## src/rtl/dac_write_arbiter.sv

```systemverilog
// dac_write_arbiter
// Shares one 16-bit SPI DAC serializer between NCH requesters using a
// round-robin grant. The module builds the frame {ch, CMD, code} and runs
// one serializer transfer at a time. It acks the requester when the
// transfer finishes, then holds an idle gap of GAP cycles before the next
// grant.
// Optional build macro: DAC_ARB_TIMEOUT_EN adds a WAIT-state watchdog.
// The watchdog aborts the frame after TIMEOUT cycles and sets the sticky
// err flag.
module dac_write_arbiter #(
    parameter int         NCH     = 4,
    parameter int         DW      = 12,
    parameter logic [1:0] CMD     = 2'b11,
    parameter int         GAP     = 8,
    parameter int         TIMEOUT = 1024
) (
    input  logic              clk,
    input  logic              rst,
    input  logic [NCH-1:0]    req,
    input  logic [NCH*DW-1:0] code,
    output logic [NCH-1:0]    ack,
    output logic              spi_tx_en,
    output logic [15:0]       spi_data,
    input  logic              spi_tx_done,
    output logic              busy,
    output logic [1:0]        cur_ch,
    output logic              err,
    input  logic              err_clr
);

    localparam int GW = $clog2(GAP) + 1;

    typedef enum logic [1:0] {S_IDLE, S_LOAD, S_WAIT, S_GAP} state_t;

    state_t          state_reg;
    logic [1:0]      rr_reg;
    logic            done_d_reg;
    logic [11:0]     code_reg;
    logic [GW-1:0]   gap_cnt_reg;

    logic [2*NCH-1:0] req_dbl;
    logic [NCH-1:0]   req_rot;
    logic             pick_valid;
    logic [1:0]       pick_ch;
    logic [1:0]       rr_next;
    logic [DW-1:0]    code_sel;
    logic             done_rise;
    logic [NCH-1:0]   ch_onehot;

    // Rotate the request vector so that bit 0 is the channel at the rr pointer.
    assign req_dbl = {req, req};
    assign req_rot = NCH'(req_dbl >> rr_reg);

    // Pick the first requester at or after the rr pointer, wrapping modulo NCH.
    always_comb begin
        int off;
        int sum;
        off        = 0;
        pick_valid = 1'b0;
        for (int i = NCH - 1; i >= 0; i--) begin
            if (req_rot[i]) begin
                pick_valid = 1'b1;
                off        = i;
            end
        end
        sum = int'(rr_reg) + off;
        if (sum >= NCH) begin
            sum = sum - NCH;
        end
        pick_ch = 2'(sum);
        rr_next = (pick_ch == 2'(NCH - 1)) ? 2'd0 : pick_ch + 2'd1;
    end

    assign code_sel  = code[int'(pick_ch)*DW +: DW];
    assign done_rise = spi_tx_done & ~done_d_reg;
    assign ch_onehot = {{(NCH-1){1'b0}}, 1'b1} << cur_ch;
    assign busy      = (state_reg != S_IDLE);

`ifdef DAC_ARB_TIMEOUT_EN
    localparam int TW = $clog2(TIMEOUT) + 1;
    logic [TW-1:0] wait_cnt_reg;
`else
    wire [31:0] unused_timeout = TIMEOUT;
    wire        unused_err_clr = err_clr;
    assign err = 1'b0;
`endif

    // Grant, frame sequencing, completion detect and gap timing.
    always_ff @(posedge clk or negedge rst) begin
        if (!rst) begin
            state_reg    <= S_IDLE;
            rr_reg       <= 2'd0;
            done_d_reg   <= 1'b0;
            code_reg     <= 12'd0;
            gap_cnt_reg  <= '0;
            ack          <= '0;
            spi_tx_en    <= 1'b0;
            spi_data     <= 16'd0;
            cur_ch       <= 2'd0;
`ifdef DAC_ARB_TIMEOUT_EN
            wait_cnt_reg <= '0;
            err          <= 1'b0;
`endif
        end else begin
            done_d_reg <= spi_tx_done;
            ack        <= '0;
            spi_tx_en  <= 1'b0;
`ifdef DAC_ARB_TIMEOUT_EN
            // A clear is overridden by a timeout set in the same cycle (later assignment).
            if (err_clr) begin
                err <= 1'b0;
            end
`endif
            case (state_reg)
                S_IDLE: begin
                    if (pick_valid) begin
                        cur_ch    <= pick_ch;
                        rr_reg    <= rr_next;
                        code_reg  <= 12'(code_sel);
                        state_reg <= S_LOAD;
                    end
                end
                S_LOAD: begin
                    spi_data  <= {cur_ch, CMD, code_reg};
                    spi_tx_en <= 1'b1;
                    state_reg <= S_WAIT;
`ifdef DAC_ARB_TIMEOUT_EN
                    wait_cnt_reg <= '0;
`endif
                end
                S_WAIT: begin
                    // A done level already high on entry is ignored; only a fresh rise completes.
                    if (done_rise) begin
                        ack         <= ch_onehot;
                        gap_cnt_reg <= '0;
                        state_reg   <= S_GAP;
`ifdef DAC_ARB_TIMEOUT_EN
                    end else if (wait_cnt_reg == TW'(TIMEOUT - 1)) begin
                        err         <= 1'b1;
                        ack         <= ch_onehot;
                        gap_cnt_reg <= '0;
                        state_reg   <= S_GAP;
                    end else begin
                        wait_cnt_reg <= wait_cnt_reg + 1'b1;
`endif
                    end
                end
                S_GAP: begin
                    if (gap_cnt_reg == GW'(GAP - 1)) begin
                        state_reg <= S_IDLE;
                    end else begin
                        gap_cnt_reg <= gap_cnt_reg + 1'b1;
                    end
                end
                default: state_reg <= S_IDLE;
            endcase
        end
    end

endmodule

```

## config.mk

```make
export PLATFORM = sky130hd
export DESIGN_NAME = dac_write_arbiter
export DESIGN_NICKNAME = d
export VERILOG_FILES = /design/src/rtl/dac_write_arbiter.sv
export SDC_FILE = /design/constraint.sdc
export NUM_CORES = 1
export LEC_CHECK = 0
export ABC_AREA = 1
export CAP_MARGIN = 20
export CORE_MARGIN = 10
export CORE_UTILIZATION = 40
export DETAILED_ROUTE_END_ITERATION = 8
export DONT_BUFFER_PORTS = 1
export HOLD_SLACK_MARGIN = 0.02
export SETUP_SLACK_MARGIN = 0.02
export SYNTH_ARGS = -nofsm -noshare
export SYNTH_HDL_FRONTEND = slang
export SYNTH_SLANG_ARGS = --single-unit
```

## constraint.sdc

```tcl
create_clock -name clk -period 2.54 [get_ports clk]
set_input_delay 0.254 -clock clk [delete_from_list [all_inputs] [get_ports clk]]
set_output_delay 0.254 -clock clk [all_outputs]
set_load 0.01 [all_outputs]
```

==> flow_summary.json, run 1 <==
{
  "holdPathStages": 4,
  "die_h_um": 99.5,
  "cts_setup_buffers": 0,
  "end_kind": "flop",
  "holdWs_ns": 0.220,
  "totalWireLength_um": 5360,
  "area.sequential_mm2": 0.00108,
  "internal_power_mw": 2.31,
  "r2r_slack_ns": 0.23,
  "min-delay-start": "code[30]",
  "antennaDiodeCount": 0,
  "switchingPower_mw": 2.14,
  "crit_path_max_fanout": 14,
  "numCtsBuffers": 5,
  "syn_inst": 275,
  "synth-seq-area-share_pct": 42.6,
  "reg2regPathDepth": 13,
  "postRouteAntennaNets": 0,
  "clkTransAtPathRegs_ns": 0.08,
  "slew_violations": 0,
  "grt_usage_pct": 10.9,
  "utilization_pct": 44.6,
  "finalCritPeriodShare_pct": 91.1,
  "largest_reg_flops": 15,
  "gp_congestion": 0.727,
  "fin_skew_ns": 0.00979,
  "avgRoutedWirePerCell_um": 15.4,
  "start_kind": "flop",
  "seqPwrFrac_pct": 28.8,
  "synth_enable_flop_cells": 0,
  "grt_max_degree": 44,
  "drive_gt1_share_pct": 18.2,
  "worst_ep_required_time_ns": 2.77,
  "finalSetupViolCount": 0,
  "p_clk_share_pct": 11.9,
  "hold_end": "code_reg[6]",
  "regToRegStartpoint": "rr_reg[1]",
  "fin_tns_setup_ns": 0,
  "p_total_mw": 4.45,
  "worstSetupPathType": "flop to flop",
  "fp-row-count": 28,
  "die_area_mm2": 0.00990,
  "place_hpwl_um": 4210,
  "fin_nets": 336,
  "syn_area_per_cell_um2": 9.19,
  "synth_cell_type_count": 37,
  "final_common_cell": "nand2_1",
  "first_iter_violations": 35,
  "grt_antenna_before_repair": 0,
  "synthesis.nets": 338,
  "rsz0062_at_grt": "no",
  "pin_count": 81,
  "vias": 1725,
  "fillCellCount": 634,
  "reg2reg_to": "code_reg[10]",
  "fmaxAchievable_ghz": 0.432,
  "layout_common_cells": "nand2_1, dfrtp_1, mux2i_1",
  "async_flop_share_pct": 100,
  "hold_violations": 0,
  "route.detailed.drc": 0,
  "place_ws_ns": 0.221,
  "die_w_um": 99.5,
  "min_path_type": "input pin to flop",
  "power.density_mw_per_mm2": 1650,
  "firstDrtPassIters": 4,
  "multiInputGateArea_mm2": 0.00127,
  "fp.coreArea_mm2": 0.00603,
  "drv_cap": 0,
  "grt_pass1_vias": 1812,
  "ir_drop_mv": 1.30,
  "routed_via_density": 4.94,
  "grt_pass1_wl_um": 8910,
  "p_leak_nw": 1.36,
  "syn_to_final_growth_pct": 6.29,
  "start_util_pct": 41.9,
  "synth_seq_cells": 43,
  "clkLatencyLatePin_ns": 0.30,
  "switching_share_pct": 48.1,
  "ys_warn_count": 0,
  "grt_overflow": 0,
  "worstPathArrival_ns": 2.55,
  "portBuffers": 0,
  "power_frac_comb_pct": 59.3,
  "cts_max_path_buffers": 2,
  "cts_sinks": 43,
  "setup_slack_ns": 0.227,
  "cts_max_level": 2,
  "synth_ff_type": "dfrtp_1",
  "status": "complete, no violations",
  "syn_area_mm2": 0.00253,
  "layout_min_cycle_time_ns": 2.31,
  "cts_tree": "built",
  "cts-root-buf": "clkbuf_8"
}
==> what timing repair did <==
item	in CTS	in global routing
resized for setup	0	1
hold buffers	3	0
endpoints found under the setup margin	0	1
endpoints found under the hold margin	44	0
==> cell type report <==
cell class              instances  share of cell area, %
multi-input cells             201                   47.3
flip-flops and latches         43                   40.1
well taps                      75                   3.49
inverters                      18                   2.70
clock buffers                   5                   2.56
repair buffers                  4                   2.24
clock inverters                 3                   1.63
==> power by group through the flow <==
| stage | sequential [mW] | clock [mW] | combinational [mW] |
|---|---|---|---|
| 2_1_floorplan | 1.20 | 0 | 2.47 |
| 3_3_place_gp | 1.29 | 0 | 2.61 |
| 3_5_place_dp | 1.30 | 0 | 2.66 |
| 4_1_cts | 1.29 | 0.541 | 2.69 |
| 5_1_grt | 1.32 | 0.571 | 3.00 |
| 6_report | 1.28 | 0.527 | 2.64 |
==> per-layer routing <==
| metal | up-vias | global-route usage, % | routed length, um |
|---|---|---|---|
| met3 | 7 | 3.11 | 373 |
| li1 | 886 | - | - |
| met2 | 61 | 15.8 | 2260 |
| met5 | - | 0 | 0 |
| met1 | 771 | 14.6 | 2630 |
| met4 | 0 | 4.63 | 91 |
==> how the worst max path moves through the flow <==
stage / startpoint / to / cells past startpoint
global placement: rr_reg[1] / code_reg[10] / 13
detailed placement: rr_reg[0] / code_reg[10] / 14
floorplan: rr_reg[0] / code_reg[11] / 13
CTS: rr_reg[0] / code_reg[10] / 14
global route: rr_reg[1] / code_reg[10] / 13
finish: rr_reg[1] / code_reg[10] / 13
==> Yosys cell counts (4+ instances only) <==
cell     count  area, um^2
nand2_2     13        81.3
o21ai_1      5        25.0
dfrtp_1     43        1080
buf_2        4        20.0
nand2_1     84         315
nand2_4      5        56.3
nand3_1     22         110
ha_1         7        87.6
buf_4        4        30.0
mux2i_1     24         240
inv_1       16        60.1
nor4_1       4        25.0
nand3_2     12         120
nor2_1       4        15.0
==> through the flow <==
stage / instances / instance area [um^2]
finish: 349 / 2690
global route: 349 / 2690
CTS: 349 / 2690
detailed placement: 338 / 2530
global placement: 338 / 2530
floorplan: 275 / 2530
==> critical path: stages, from the launching register on <==
cell and delay, ns:
dfrtp_1 0.50, inv_1 0.16, nand3_1 0.10, nand2_2 0.10, nand3_1 0.07, a21boi_0 0.16
ha_1 0.21, xor2_2 0.21, inv_1 0.10, nand3_4 0.19, nand2_4 0.17, nand2_1 0.10
nand3_1 0.10, nand2_1 0.08
==> cell families after synthesis <==
kind of cell               count (synthesis)  synth area share, %
AOI/OAI and AO/OA                         16                 4.26
xor gates and xnor gates                   3                 1.34
adders and majority gates                  7                 3.47
buffers and inverters                     31                 7.18
DFF                                       43                 42.6
muxes                                     24                 9.50
other                                      1                0.148
and+or+nand+nor                          150                 31.5
No activity file was read; power rests on OpenSTA's default activity.
==> run 2, diff against run 1 <==
--- a/config.mk
+++ b/config.mk
@@ -7,11 +7,15 @@
 export LEC_CHECK = 0
 export ABC_AREA = 1
 export CAP_MARGIN = 20
-export CORE_MARGIN = 10
+export CELL_PAD_IN_SITES_DETAIL_PLACEMENT = 0
+export CELL_PAD_IN_SITES_GLOBAL_PLACEMENT = 1
+export CORE_ASPECT_RATIO = 0.7
+export CORE_MARGIN = 1
 export CORE_UTILIZATION = 40
 export DETAILED_ROUTE_END_ITERATION = 8
 export DONT_BUFFER_PORTS = 1
 export HOLD_SLACK_MARGIN = 0.02
+export PLACE_DENSITY_LB_ADDON = 0.1
 export SETUP_SLACK_MARGIN = 0.02
 export SYNTH_ARGS = -nofsm -noshare
 export SYNTH_HDL_FRONTEND = slang
==> run 2 against run 1 <==
Critical path depth shrank 1. Worst setup slack better by 0.050 ns. Utilization rose by 1.1 points. Clock power decreased by 11%. Largest cell class unchanged. Highest routed layer unchanged.
==> flow_summary.json, run 2 (synthesis results as in run 1) <==
{
  "numCtsBuffers": 5,
  "grt_pass1_wl_um": 7980,
  "clkTransAtPathRegs_ns": 0.08,
  "place_hpwl_um": 3690,
  "totalWireLength_um": 4890,
  "hold_violations": 0,
  "fin_area_mm2": 0.00270,
  "layout_min_cycle_time_ns": 2.26,
  "die_h_um": 68.5,
  "drive_gt1_share_pct": 18.9,
  "rsz0062_at_grt": "no",
  "fp-row-count": 23,
  "grt_max_degree": 44,
  "cts-root-buf": "clkbuf_8",
  "final_cells": 350,
  "grt_overflow": 0,
  "place_inst": 339,
  "largest_reg_flops": 15,
  "cts_tree": "built",
  "end_kind": "flop",
  "fillCellCount": 580,
  "worstSetupPathType": "flop to flop",
  "pin_count": 81,
  "fmaxAchievable_ghz": 0.442,
  "die_w_um": 97.0,
  "avgRoutedWirePerCell_um": 14.0,
  "cts_sinks": 43,
  "route.detailed.drc": 0,
  "cts_max_path_buffers": 2,
  "crit_path_max_fanout": 14,
  "status": "complete, no violations",
  "slew_violations": 0,
  "fin_tns_setup_ns": 0,
  "place_area_mm2": 0.00254,
  "vias": 1723,
  "multiInputGateArea_mm2": 0.00128,
  "first_iter_violations": 85,
  "utilization_pct": 45.7,
  "start_kind": "flop",
  "die_area_mm2": 0.00665,
  "antennaDiodeCount": 0,
  "fin_skew_ns": 0.00662,
  "fin_nets": 337,
  "firstDrtPassIters": 4,
  "finalSetupViolCount": 0,
  "worst_ep_required_time_ns": 2.71,
  "min_path_type": "input pin to flop",
  "worstPathArrival_ns": 2.43,
  "layout_common_cells": "nand2_1, dfrtp_1, mux2i_1",
  "drv_cap": 0,
  "portBuffers": 0,
  "grt_usage_pct": 15.6,
  "power.density_mw_per_mm2": 1660,
  "area.sequential_mm2": 0.00108,
  "grt_pass1_vias": 1603,
  "clkLatencyLatePin_ns": 0.29,
  "syn_to_final_growth_pct": 6.63,
  "gp_congestion": 0.761,
  "fp.coreArea_mm2": 0.00590,
  "start_util_pct": 42.8,
  "postRouteAntennaNets": 0,
  "routed_via_density": 4.92,
  "ir_drop_mv": 1.99,
  "final_common_cell": "nand2_1",
  "grt_antenna_before_repair": 0,
  "cts_max_level": 2,
  "p_leak_nw": 1.35,
  "finalCritPeriodShare_pct": 89.1
}
## run 2: what timing repair did
item,CTS,global route
gates resized for setup,0,3
setup buffers,0,0
hold endpoints to repair,44,0
endpoints found under the setup margin,0,14
hold buffers,3,0
## run 2: cell type report
| class | count | area share (%) |
|---|---|---|
| multi-input combinational | 201 | 47.4 |
| sequential | 43 | 40.0 |
| clock buffer | 7 | 3.57 |
| tap | 75 | 3.48 |
| inverter | 18 | 2.69 |
| timing repair buffer | 5 | 2.51 |
| clock inverter | 1 | 0.279 |
## run 2: worst paths after layout
| check | startpoint | to | slack, ns | cells past startpoint |
|---|---|---|---|---|
| max reg2reg | rr_reg[1] | cur_ch[1] | 0.28 | 12 |
| min | code[28] | code_reg[4] | 0.23 | 4 |
| min in group asynchronous | rst | state_reg[1] | 0.44 | 2 |
| min reg2reg | code_reg[10] | spi_data[10] | 0.48 | 2 |
| max | rr_reg[1] | cur_ch[1] | 0.28 | 12 |
| max in group asynchronous | rst | rr_reg[0] | 1.89 | 2 |
## run 2: per-layer routing
metal,track usage [%],vias to the layer above,part of all wire (%)
met5,0,-,0
met4,3.36,0,0.88
met3,4.64,4,6.7
met2,20.9,69,35
met1,24.1,753,57
li1,-,897,-
## run 2: report_power, final
group / switching, mW / total, mW / internal, mW
Combinational: 1.67 / 2.73 / 1.05
Sequential: 0.290 / 1.27 / 0.985
Clock: 0.224 / 0.471 / 0.247
Total: 2.19 / 4.47 / 2.29
## run 2: critical path, stage by stage (launching register included)
cell and delay (ns):
dfrtp_2 0.48, inv_1 0.14, nand3_1 0.10, nand2_2 0.09, nand3_1 0.07, a21boi_0 0.18
ha_1 0.22, xor2_2 0.21, inv_1 0.10, nand3_4 0.20, nand2_8 0.13, nand2_1 0.13
o21ai_1 0.07
## run 2: metrics by stage
stage	hold WS [ns]	power, mW	setup slack, ns
after detailed placement	-0.0401	3.99	0.183
after CTS	0.229	4.50	0.167
after floorplan	-0.0416	3.67	0.422
after global placement	-0.0403	3.97	0.231
final	0.229	4.47	0.277
after global routing	0.252	4.92	0.0616
==> run 3, diff against run 2 <==
--- a/config.mk
+++ b/config.mk
@@ -7,7 +7,7 @@
 export LEC_CHECK = 0
 export ABC_AREA = 1
 export CAP_MARGIN = 20
-export CELL_PAD_IN_SITES_DETAIL_PLACEMENT = 0
+export CELL_PAD_IN_SITES_DETAIL_PLACEMENT = 1
 export CELL_PAD_IN_SITES_GLOBAL_PLACEMENT = 1
 export CORE_ASPECT_RATIO = 0.7
 export CORE_MARGIN = 1
==> run 3 against run 2 <==
Largest cell class unchanged. Sequential power about the same. Global-route usage increased by 0.70 points. Clock skew shrank 0.00095 ns. Final cell count is the same. Combinational power barely moved. Flip-flop and latch count unchanged. Register-to-register slack worse by 0.03 ns. Clock power barely moved. Fmax is 1.4% lower. First-iteration DRC count shrank 25%. Power rose by 0.70%. Critical endpoint unchanged. Critical path type unchanged. Worst hold slack got worse by 0.0030 ns.
==> flow_summary.json, run 3 (synthesis results as in run 1) <==
{
  "status": "complete, no violations",
  "area.sequential_mm2": 0.00108,
  "cts-root-buf": "clkbuf_8",
  "rsz0062_at_grt": "no",
  "switchingPower_mw": 2.22,
  "ir_drop_mv": 1.66,
  "seqPwrFrac_pct": 28.5,
  "layout_common_cells": "nand2_1, dfrtp_1, mux2i_1",
  "grt_max_degree": 44,
  "drive_gt1_share_pct": 18.9,
  "fp.coreArea_mm2": 0.00590,
  "grt_usage_pct": 16.3,
  "fin_nets": 337,
  "place_ws_ns": 0.171,
  "die_w_um": 97.0,
  "cts_max_path_buffers": 2,
  "critPathTopFamily": "simple AND/OR/NAND/NOR gates",
  "end_kind": "flop",
  "crit_path_max_fanout": 14,
  "slowest_delay_ns": 0.49,
  "p_leak_nw": 1.35,
  "final_common_cell": "nand2_1",
  "setup_slack_ns": 0.243,
  "vias": 1763,
  "avgRoutedWirePerCell_um": 15.0,
  "route.detailed.drc": 0,
  "multiInputGateArea_mm2": 0.00128,
  "layout_min_cycle_time_ns": 2.30,
  "power.density_mw_per_mm2": 1670,
  "numCtsBuffers": 5,
  "cts_sinks": 43,
  "grt_antenna_before_repair": 0,
  "grt_overflow": 0,
  "power_frac_comb_pct": 61.0,
  "place_inst": 339,
  "crit_slowest_cell": "dfrtp_2",
  "start_kind": "flop",
  "finalCritPeriodShare_pct": 90.4,
  "fp-row-count": 23,
  "syn_to_final_growth_pct": 6.63,
  "pin_count": 81,
  "largest_reg_flops": 15,
  "die_area_mm2": 0.00665,
  "path_buf_inv": 2,
  "portBuffers": 0,
  "firstDrtPassIters": 4,
  "switching_share_pct": 49.2,
  "die_h_um": 68.5,
  "place_area_mm2": 0.00254,
  "min_path_type": "input pin to flop",
  "grt_pass1_vias": 1652,
  "clkLatencyLatePin_ns": 0.29,
  "clkTransAtPathRegs_ns": 0.08,
  "p_clk_share_pct": 10.5,
  "hold_violations": 0,
  "internal_power_mw": 2.29,
  "worstPathArrival_ns": 2.47,
  "routed_via_density": 5.04,
  "place_hpwl_um": 4030,
  "fin_area_mm2": 0.00270,
  "path_cells": "inv_1 > nand3_1 > nand2_2 > nand3_1 > a21boi_0 > ha_1 > xor2_2 > inv_1 > nand3_4 > nand2_8 > nand2_1 > o21ai_1",
  "postRouteAntennaNets": 0,
  "worst_ep_required_time_ns": 2.71,
  "final_cells": 350,
  "cts_max_level": 2,
  "antennaDiodeCount": 0,
  "grt_pass1_wl_um": 8320,
  "fmaxAchievable_ghz": 0.435,
  "start_util_pct": 42.8,
  "fin_skew_ns": 0.00567,
  "slew_violations": 0,
  "r2r_slack_ns": 0.24,
  "cts_tree": "built",
  "first_iter_violations": 64,
  "totalWireLength_um": 5270,
  "gp_congestion": 0.761,
  "drv_cap": 0,
  "worstSetupPathType": "flop to flop",
  "fillCellCount": 673,
  "fin_tns_setup_ns": 0,
  "finalSetupViolCount": 0
}
-- run 3: cell counts in the layout (fill, tap and decap cells not counted) --
No cell type changed its count.
-- run 3: what timing repair did --
| action | in CTS | in global routing |
|---|---|---|
| buffers inserted | 0 | 0 |
| setup endpoints to repair | 0 | 14 |
| hold endpoints to repair | 44 | 0 |
| hold buffers | 3 | 0 |
| gates resized for setup | 0 | 3 |
-- run 3: final timing paths --
kind                       cells after the start              to   startpoint
min in group asynchronous                      2  gap_cnt_reg[1]          rst
setup / recovery                              12       cur_ch[1]    rr_reg[1]
hold reg to reg                                2     spi_data[6]  code_reg[6]
setup reg to reg                              12       cur_ch[1]    rr_reg[1]
hold / removal                                 4     code_reg[4]     code[28]
max in group asynchronous                      2      done_d_reg          rst
-- run 3: metrics by stage --
step	total power [mW]	hold WS [ns]	util [%]
2_1_floorplan	3.67	-0.0416	-
3_3_place_gp	3.97	-0.0403	43.1
3_5_place_dp	4.03	-0.0404	43.1
4_1_cts	4.54	0.220	45.5
5_1_grt	4.93	0.228	45.7
6_report	4.50	0.226	45.7
-- run 3: power by group through the flow --
stage / clock, mW / sequential (mW) / combinational [mW]
2_1_floorplan: 0 / 1.20 / 2.47
4_1_cts: 0.494 / 1.28 / 2.77
6_report: 0.473 / 1.28 / 2.75
3_5_place_dp: 0 / 1.29 / 2.74
3_3_place_gp: 0 / 1.29 / 2.68
5_1_grt: 0.513 / 1.32 / 3.09
-- run 3: metal layers --
metal | vias up | global-route usage [%] | share of wire (%)
met1 | 798 | 24.4 | 55
li1 | 892 | - | -
met5 | - | 0 | 0
met2 | 67 | 22.4 | 38
met4 | 0 | 5.04 | 1.0
met3 | 6 | 4.54 | 6.0
-- run 3: worst min-delay path: cells and delay by family --
| family | cells | cell delay [ns] |
|---|---|---|
| simple gates | 3 | 0.17 |
| mux | 1 | 0.06 |
-- run 3: cell type report --
type                    instances  area share (%)
clock buffers                   7            3.57
well taps                      75            3.48
multi-input cells             201            47.4
clock inverters                 1           0.279
repair buffers                  5            2.51
inverters                      18            2.69
flip-flops and latches         43            40.0
